--- config.mk ---
export PLATFORM = sky130hd
export DESIGN_NAME = clk_prog_ctrl
export DESIGN_NICKNAME = d
export VERILOG_FILES = /design/src/rtl/ppb_pkg.sv /design/src/rtl/btn_sync.sv /design/src/rtl/clk_prog_ctrl.sv
export SDC_FILE = /design/constraint.sdc
export NUM_CORES = 1
export LEC_CHECK = 0
export ABC_AREA = 1
export CORE_MARGIN = 5
export CORE_UTILIZATION = 44
export CTS_BUF_LIST = sky130_fd_sc_hd__clkbuf_4 sky130_fd_sc_hd__clkbuf_8 sky130_fd_sc_hd__clkbuf_16
export DETAILED_ROUTE_END_ITERATION = 6
export GPL_TIMING_DRIVEN = 0
export PLACE_DENSITY = 0.8
export SYNTH_ARGS = -nofsm -noshare
export SYNTH_HDL_FRONTEND = slang
export SYNTH_SLANG_ARGS = --single-unit
--- constraint.sdc ---
create_clock -name clk -period 2.3 [get_ports clk]
set_input_delay 0.46 -clock clk [delete_from_list [all_inputs] [get_ports clk]]
set_output_delay 0.46 -clock clk [all_outputs]
set_load 0.005 [all_outputs]
--- src/rtl/ppb_pkg.sv ---
// Shared types and constants for the CPU clock / programming controller.
package ppb_pkg;

  localparam int unsigned BusWidth  = 8;
  localparam int unsigned SyncDepth = 2;

  typedef enum logic [2:0] {
    StHalt,
    StAuto,
    StProgEnter,
    StProgIdle,
    StProgWrite,
    StProgExit
  } state_e;

endpackage

--- src/rtl/btn_sync.sv ---
// Button conditioner: 2-FF synchronizer, optional debounce, registered rising-edge pulse.
// Debounce is built only when CLK_PROG_CTRL_DEBOUNCE_EN is defined (DebounceCycles >= 1).
module btn_sync
  import ppb_pkg::*;
#(
  parameter int unsigned DebounceCycles = 16,
  parameter bit          SyncOnly       = 1'b0
) (
  input  logic clk_i,
  input  logic reset_i,
  input  logic din_i,
  output logic level_o,
  output logic pulse_o
);

  logic [SyncDepth-1:0] sync_d, sync_q;

  always_comb begin
    sync_d = {sync_q[SyncDepth-2:0], din_i};
  end

  always_ff @(posedge clk_i or posedge reset_i) begin
    if (reset_i) begin
      sync_q <= '0;
    end else begin
      sync_q <= sync_d;
    end
  end

  assign level_o = sync_q[SyncDepth-1];

  if (SyncOnly) begin : g_sync_only
    assign pulse_o = 1'b0;
  end else begin : g_edge
    logic filt;

`ifdef CLK_PROG_CTRL_DEBOUNCE_EN
    localparam int unsigned CntW = $clog2(DebounceCycles + 1);

    logic [CntW-1:0] cnt_d, cnt_q;
    logic            stable_d, stable_q;

    // A new level is adopted only after DebounceCycles consecutive differing samples.
    always_comb begin
      cnt_d    = '0;
      stable_d = stable_q;
      if (level_o != stable_q) begin
        if (cnt_q == CntW'(DebounceCycles - 1)) begin
          stable_d = level_o;
        end else begin
          cnt_d = cnt_q + 1'b1;
        end
      end
    end

    always_ff @(posedge clk_i or posedge reset_i) begin
      if (reset_i) begin
        cnt_q    <= '0;
        stable_q <= 1'b0;
      end else begin
        cnt_q    <= cnt_d;
        stable_q <= stable_d;
      end
    end

    assign filt = stable_q;
`else
    assign filt = level_o;
`endif

    logic prev_d, prev_q, pulse_d, pulse_q;

    always_comb begin
      prev_d  = filt;
      pulse_d = filt & ~prev_q;
    end

    always_ff @(posedge clk_i or posedge reset_i) begin
      if (reset_i) begin
        prev_q  <= 1'b0;
        pulse_q <= 1'b0;
      end else begin
        prev_q  <= prev_d;
        pulse_q <= pulse_d;
      end
    end

    assign pulse_o = pulse_q;
  end

endmodule

--- src/rtl/clk_prog_ctrl.sv ---
// CPU clock-enable generator (halt/step/free-run) with a memory programming mode.
// Optional button debounce: define CLK_PROG_CTRL_DEBOUNCE_EN.
module clk_prog_ctrl
  import ppb_pkg::*;
#(
  parameter int unsigned AUTO_DIV        = 4,
  parameter int unsigned DEBOUNCE_CYCLES = 16
) (
  input  logic                clk,
  input  logic                reset,
  input  logic                clk_auto_en,
  input  logic                clk_step,
  input  logic                programming_en,
  input  logic                prog_commit,
  input  logic [BusWidth-1:0] prog_addr,
  input  logic [BusWidth-1:0] prog_data,
  input  logic [BusWidth-1:0] cpu_addr,
  input  logic [BusWidth-1:0] cpu_data,
  input  logic                cpu_we,
  output logic                cpu_clk_en,
  output logic                cpu_reset,
  output logic [BusWidth-1:0] mem_addr,
  output logic [BusWidth-1:0] mem_data,
  output logic                mem_we,
  output logic                prog_busy,
  output logic [BusWidth-1:0] prog_count
);

  localparam logic [BusWidth-1:0] DivLast = BusWidth'(AUTO_DIV - 1);

  logic auto_s, prog_en_s, step_p, commit_p;
  logic unused_auto_p, unused_prog_en_p, unused_step_lvl, unused_commit_lvl;

  btn_sync #(.DebounceCycles(DEBOUNCE_CYCLES), .SyncOnly(1'b1)) u_sync_auto (
    .clk_i   (clk),
    .reset_i (reset),
    .din_i   (clk_auto_en),
    .level_o (auto_s),
    .pulse_o (unused_auto_p)
  );

  btn_sync #(.DebounceCycles(DEBOUNCE_CYCLES), .SyncOnly(1'b1)) u_sync_prog_en (
    .clk_i   (clk),
    .reset_i (reset),
    .din_i   (programming_en),
    .level_o (prog_en_s),
    .pulse_o (unused_prog_en_p)
  );

  btn_sync #(.DebounceCycles(DEBOUNCE_CYCLES), .SyncOnly(1'b0)) u_sync_step (
    .clk_i   (clk),
    .reset_i (reset),
    .din_i   (clk_step),
    .level_o (unused_step_lvl),
    .pulse_o (step_p)
  );

  btn_sync #(.DebounceCycles(DEBOUNCE_CYCLES), .SyncOnly(1'b0)) u_sync_commit (
    .clk_i   (clk),
    .reset_i (reset),
    .din_i   (prog_commit),
    .level_o (unused_commit_lvl),
    .pulse_o (commit_p)
  );

  state_e              state_d, state_q;
  logic [BusWidth-1:0] div_d, div_q;
  logic [BusWidth-1:0] count_d, count_q;
  logic [BusWidth-1:0] paddr_d, paddr_q;
  logic [BusWidth-1:0] pdata_d, pdata_q;
  logic                clk_en;

  // Pulses arriving in a state that does not consume them are simply ignored.
  always_comb begin
    state_d = state_q;
    div_d   = '0;
    count_d = count_q;
    paddr_d = paddr_q;
    pdata_d = pdata_q;
    clk_en  = 1'b0;
    case (state_q)
      StHalt: begin
        clk_en = step_p;
        if (prog_en_s) begin
          state_d = StProgEnter;
        end else if (auto_s) begin
          state_d = StAuto;
        end
      end
      StAuto: begin
        clk_en = (div_q == DivLast);
        div_d  = clk_en ? '0 : div_q + 1'b1;
        if (prog_en_s) begin
          state_d = StProgEnter;
          div_d   = '0;
        end else if (!auto_s) begin
          state_d = StHalt;
          div_d   = '0;
        end
      end
      StProgEnter: begin
        state_d = StProgIdle;
      end
      StProgIdle: begin
        if (commit_p) begin
          state_d = StProgWrite;
          paddr_d = prog_addr;
          pdata_d = prog_data;
        end else if (!prog_en_s) begin
          state_d = StProgExit;
        end
      end
      StProgWrite: begin
        count_d = count_q + 1'b1;
        state_d = prog_en_s ? StProgIdle : StProgExit;
      end
      StProgExit: begin
        state_d = StHalt;
      end
      default: begin
        state_d = StHalt;
      end
    endcase
  end

  always_ff @(posedge clk or posedge reset) begin
    if (reset) begin
      state_q <= StHalt;
      div_q   <= '0;
      count_q <= '0;
      paddr_q <= '0;
      pdata_q <= '0;
    end else begin
      state_q <= state_d;
      div_q   <= div_d;
      count_q <= count_d;
      paddr_q <= paddr_d;
      pdata_q <= pdata_d;
    end
  end

  // Reset gates mem_we directly so an in-flight write is cut off without waiting for a clock.
  always_comb begin
    prog_busy  = (state_q == StProgEnter) || (state_q == StProgIdle) ||
                 (state_q == StProgWrite) || (state_q == StProgExit);
    cpu_reset  = reset | prog_busy;
    cpu_clk_en = clk_en;
    prog_count = count_q;
    if (prog_busy) begin
      mem_addr = paddr_q;
      mem_data = pdata_q;
      mem_we   = (state_q == StProgWrite) & ~reset;
    end else begin
      mem_addr = cpu_addr;
      mem_data = cpu_data;
      mem_we   = cpu_we & ~reset;
    end
  end

endmodule

Word-level counts from Yosys, hierarchy flattened
Index checks and enable logic that the tools add are counted.
Operators by class
  bitwise gates (word level): 8
  equal/unequal tests: 9
  reduce and logical (&&, ||, !) cells: 6
  add/subtract/negate cells: 2
  muxes and demuxes: 16
Operator list (number)
  2-to-1 mux 8 bit: 6
  2-to-1 mux 3 bit: 7
  adder 8 x 1 -> 8 bit (second input constant): 2
  case mux 3 bit (5 select lines): 1
  == test 8 x 2 -> 1 bit (second input constant): 1
  == test 3 x 2 -> 1 bit (second input constant): 2
  == test 3 bit (second input constant): 2
  inequality test 3 x 2 -> 1 bit (second input constant): 2
  bitwise AND 1 bit: 4
  == test 3 x 1 -> 1 bit (second input constant): 1
  logical NOT 3 bit: 1
  logical OR 1 bit: 3
  inequality test 3 x 1 -> 1 bit (second input constant): 1
  NOT 1 bit: 3
  AND reduction 3 bit: 1
  case mux 1 bit (2 select lines): 1
  AND reduction 2 bit: 1
  2-to-1 mux 1 bit: 1
  OR 1 bit: 1
Storage, ports and cells
  logic and storage cells: 54
  register bits: 47
  bits of input ports: 39
  output and inout port bits: 28

Logic depth before layout (Yosys ltp)
  word-level depth: 5
  depth in mapped cells: 8
  depth with buffers taken out: 7

By module
Synthesis repeated with hierarchy kept, for this count alone.
Second synthesis, totals
  cell total of the unflattened synthesis: 284
  area total of the unflattened synthesis: 2313.5 um^2
By module, submodules not included
  clk_prog_ctrl: seq. area each 875.8 um^2, area an instance 1955.6 um^2, cells each 260, instances 1
  btn_sync (u_sync_commit ...): seq. area each 100.1 um^2, area an instance 113.9 um^2, cells each 7, instances 2
  btn_sync (u_sync_auto ...): seq. area each 50.0 um^2, area an instance 65.1 um^2, cells each 5, instances 2

Worst setup path after synthesis
Ideal clock, no wire load.
  kind: input port to output port
  from: in reset
  to: out cpu_reset
  arrival: 1.617 ns
  path slack: 0.223 ns
  buffers on the path: 0
  required time: 1.840 ns
  stages on the path: 2
  path through: inv_1 -> nand2_1
On the way
  longest elaborated chain between the ends: 1
Ends and longest elaborated chain
  start, declared: RTL line clk_prog_ctrl.sv:10  | input logic reset,
  OR 1 bit: RTL line clk_prog_ctrl.sv:146  | cpu_reset = reset | prog_busy;
  end, declared: RTL line clk_prog_ctrl.sv:21  | output logic cpu_reset,
No other way between the ends.

Worst setup path in the final report
  from: reg state_q[2]
  to: out cpu_reset
On the way
  longest elaborated chain between the ends: 5
  elaborated cells between the ends (all ways): 8
  classes of those cells: eq/ne: 4; bitwise: 1; reduce/logical: 3
Ends and longest elaborated chain
  start, declared: RTL line clk_prog_ctrl.sv:66  | state_e state_d, state_q;
  start signal, assigned: RTL line clk_prog_ctrl.sv:128  | state_q <= StHalt;
  start signal, assigned: RTL line clk_prog_ctrl.sv:134  | state_q <= state_d;
  == test 3 x 2 -> 1 bit: RTL line clk_prog_ctrl.sv:144  | prog_busy = (state_q == StProgEnter) || (state_q == StProgIdle) ||
  logical OR 1 bit (2 in a row): RTL line clk_prog_ctrl.sv:144
  logical OR 1 bit *: RTL line clk_prog_ctrl.sv:145  | (state_q == StProgWrite) || (state_q == StProgExit);
  OR 1 bit *: RTL line clk_prog_ctrl.sv:146
Every way passes the cells marked *; elsewhere a longest branch is shown, timed or not.

==> impl_summary.log <==
[metrics] Setup TNS Final: 0 ns
[metrics] Std-Cell Rows: 26
[metrics] nets in the synthesized netlist: 309
[metrics] VDD IR-drop max: 0.634 mV
[metrics] DRC violation count after routing: 0
[metrics] data arrival time of the critical path: 1.75 ns
[metrics] slowest stage delay, CP: 0.44 ns
[metrics] Placed Cells: 405
[metrics] 1st-pass router iterations: 4
[metrics] Sinks on Clock Net: 47
[metrics] total routing resource utilization after global routing: 0.157
[metrics] crit path time final: 2.21 ns
[metrics] LEAKAGE: 0.00171 uW
[metrics] startpoint of the worst register-to-register path: state_q[1]$_DFFE_PP0P_
[metrics] Ys Warns: 0
[metrics] register cell area after layout: 0.00118 mm^2
[metrics] share of the clock period used by the worst path: 0.961
[metrics] height of the die: 81.3 um
[metrics] global-route wire length before repair: 8.06 mm
[metrics] mean cell area of the mapped netlist: 8.35 um^2
[metrics] port bufs: 66
[metrics] required time at the endpoint of the critical path: 1.84 ns
[metrics] placed wire-length estimate after detailed placement: 3.50 mm
[metrics] fraction of post-synthesis cell area in the top cell type by area: 0.526
[metrics] Max Fanout on Critical Path: 10
[metrics] #FFs+latches synth: 47
[metrics] cell type with the highest occurrence count on the critical path: buf_6
[metrics] share of the core filled with cells in the final layout: 0.643
[metrics] Critical Setup Path Class: register to output port
[metrics] Chip Width: 81.3 um
[metrics] clock transition at the registers of the reported paths: 0.08 ns
[metrics] TritonCTS clock tree: built
[metrics] power density of the placed cells: 1110 mW/mm^2
[metrics] number of instances in the synthesized netlist: 268
[metrics] final global-route overflow total: 0
[metrics] filler cell count in the final layout: 419
[metrics] Netlist cell types: 26
[metrics] highest achievable clock rate: 452 MHz
[metrics] buffer cell driving the clock tree root: clkbuf_8
[metrics] clock latency of the later-clocked register in the worst-skew pair: 0.30 ns
[metrics] outcome: finished clean
[metrics] setup skew after layout: 0.00794 ns
[metrics] DR iter-0 viols: 44
[metrics] post-synth top area cell: dfrtp_1
[metrics] Placer Congestion: 0.762
[metrics] antenna-violating nets left: 0
[metrics] initial antenna violation count: 0
[metrics] critical path, cell by cell: buf_6 -> xnor2_4 -> buf_6 -> nand2_1 -> clkdlybuf4s50_1
[metrics] total count of max-transition violations in the final report: 0
[metrics] Die Footprint: 0.00661 mm^2
[metrics] combined area of all synthesized cells: 0.00224 mm^2
[metrics] vias in the first global route: 1869
[metrics] worst hold path type: primary input to asynchronous set/reset pin
[metrics] slew at the pin with the worst max-slew slack: 0.459 ns
[metrics] drt total wl: 4.83 mm
[metrics] sequential fraction of the synthesis area: 0.526
[metrics] number of nets in the layout: 387
[metrics] core region area: 0.00501 mm^2
[metrics] area added between synthesis and finish: 44.0%
[metrics] worst relative slew slack: 0.694
[metrics] cells taking the most area after synthesis: dfrtp_1 (53%), nand2_1 (15%), nor2_1 (4.7%)
[metrics] I/O pin count: 67
[metrics] Multi-input gate area: 900 um^2
[metrics] starting density of the core: 0.447
[metrics] non-filler instance count after layout: 417
[metrics] cell type of the slowest stage on the worst timing path: clkdlybuf4s50_1
[metrics] most common library cell in the layout ignoring fill and taps: nand2_1
[metrics] Worst Setup Start Kind: register
[metrics] Antenna Cells: 0
[metrics] routed length per instance: 11.6 um
[metrics] kind of end point of the critical path: output port
[metrics] TritonCTS buffer count: 5
[metrics] H-Tree Depth: 2
[metrics] first element of the critical path: state_q[2]$_DFFE_PP0P_
[metrics] Vias per Instance: 4.68
[metrics] number of violations of the max-capacitance limit: 0
[metrics] commonest cells after routing, fill and taps aside: nand2_1 (87), clkdlybuf4s50_1 (48), dfrtp_1 (47)
[metrics] vias after detailed routing: 1953
[metrics] Final Hold Violating Endpoints: 0
[metrics] share of final-layout standard cells stronger than drive strength 1: 0.107
[metrics] Clock Tree Buf Depth: 2
[metrics] count of endpoints failing setup in the final report: 0
[metrics] largest net degree at the start of global routing: 23
==> where the power goes <==
part | internal, uW | switching, uW | leakage [uW]
combinational | 1030 | 876 | 0.00108
clock | 237 | 255 | 0.0000491
sequential | 1040 | 124 | 0.000587
==> cells in the mapped netlist, drive strengths merged <==
library cell / number
nand3: 19
and2: 1
nand3b: 3
nand4: 7
buf: 8
xor2: 1
ha: 2
inv: 27
o21ai: 12
clkbuf: 2
xnor2: 5
nor2: 31
a31oi: 2
dfrtp: 47
o22ai: 1
a21oi: 7
nand2: 91
nor3: 1
a31o: 1
==> routing by layer <==
layer | GRT usage | routed length (um)
met5 | 0 | 0
met4 | 0.0439 | 55
met3 | 0.0499 | 327
met2 | 0.273 | 2440
met1 | 0.185 | 2010
==> cells by family (layout without fill, tap and decap cells) <==
family                     Yosys count  in the layout  synth area share
and+or+nand+nor                    153            153             0.301
DFF                                 47             47             0.526
buffers and inverters               37            116            0.0749
AOI/OAI and AO/OA                   23             23            0.0548
xor gates and xnor gates             6              6            0.0319
adders and majority gates            2              2            0.0112
==> metrics by stage <==
stage / setup slack [ns] / area (um^2) / total power (uW) / hold WS [ns]
floorplan: 0.223 / 2240 / 2120 / 0.331
global placement: -1.04 / 2990 / 2980 / 0.332
detailed placement: -0.00438 / 3010 / 3040 / 0.335
CTS: -0.0853 / 3150 / 3580 / 0.354
global route: -0.00180 / 3220 / 3890 / 0.0863
finish: 0.0900 / 3220 / 3560 / 0.0914
==> sequential cells by signal, summed over array words and instances (netlist names) <==
register	count
div_q	8
paddr_q	8
pdata_q	8
prog_count	8
state_q	3
u_sync_auto.sync_q	2
u_sync_commit.g_edge.prev_q	1
u_sync_commit.pulse_o	1
u_sync_commit.sync_q	2
u_sync_prog_en.sync_q	2
u_sync_step.g_edge.prev_q	1
u_sync_step.pulse_o	1
u_sync_step.sync_q	2
==> worst max-delay path, delay by kind of cell (launching register included) <==
family | cells | cell delay (ns)
buf+inv | 3 | 0.76
flops | 1 | 0.38
simple gates | 1 | 0.05
xor+xnor | 1 | 0.27
==> layout make-up <==
class / instances / area share
Inverter: 27 / 0.0322
Sequential cell: 47 / 0.365
Clock inverter: 1 / 0.00155
Timing Repair Buffer: 72 / 0.243
Clock buffer: 7 / 0.0260
Tap cell: 70 / 0.0272
Buffer: 9 / 0.0252
Multi-Input combinational cell: 184 / 0.279
==> path summary, 6_finish.rpt <==
kind / to / slack (ns) / cells past startpoint
max: cpu_reset / 0.09 / 5
max reg2reg: prog_count[5]$_DFFE_PP0N_ / 0.94 / 7
min reg2reg: u_sync_commit.sync_q[1]$_DFF_PP0_ / 0.35 / 0
min: prog_count[5]$_DFFE_PP0N_ / 0.09 / 2
max in group asynchronous: prog_count[4]$_DFFE_PP0N_ / 1.75 / 3
min in group clk: u_sync_commit.sync_q[1]$_DFF_PP0_ / 0.35 / 0
==> what timing repair did <==
item / in CTS / in global routing
setup buffers: 2 / 2
pin swaps: 1 / 1
hold endpoints to repair: 0 / 0
gates cloned: 1 / 0
endpoints found under the setup margin: 19 / 17
resized for setup: 7 / 22
hold buffers: 0 / 0
(Power assumes the default switching activity.)
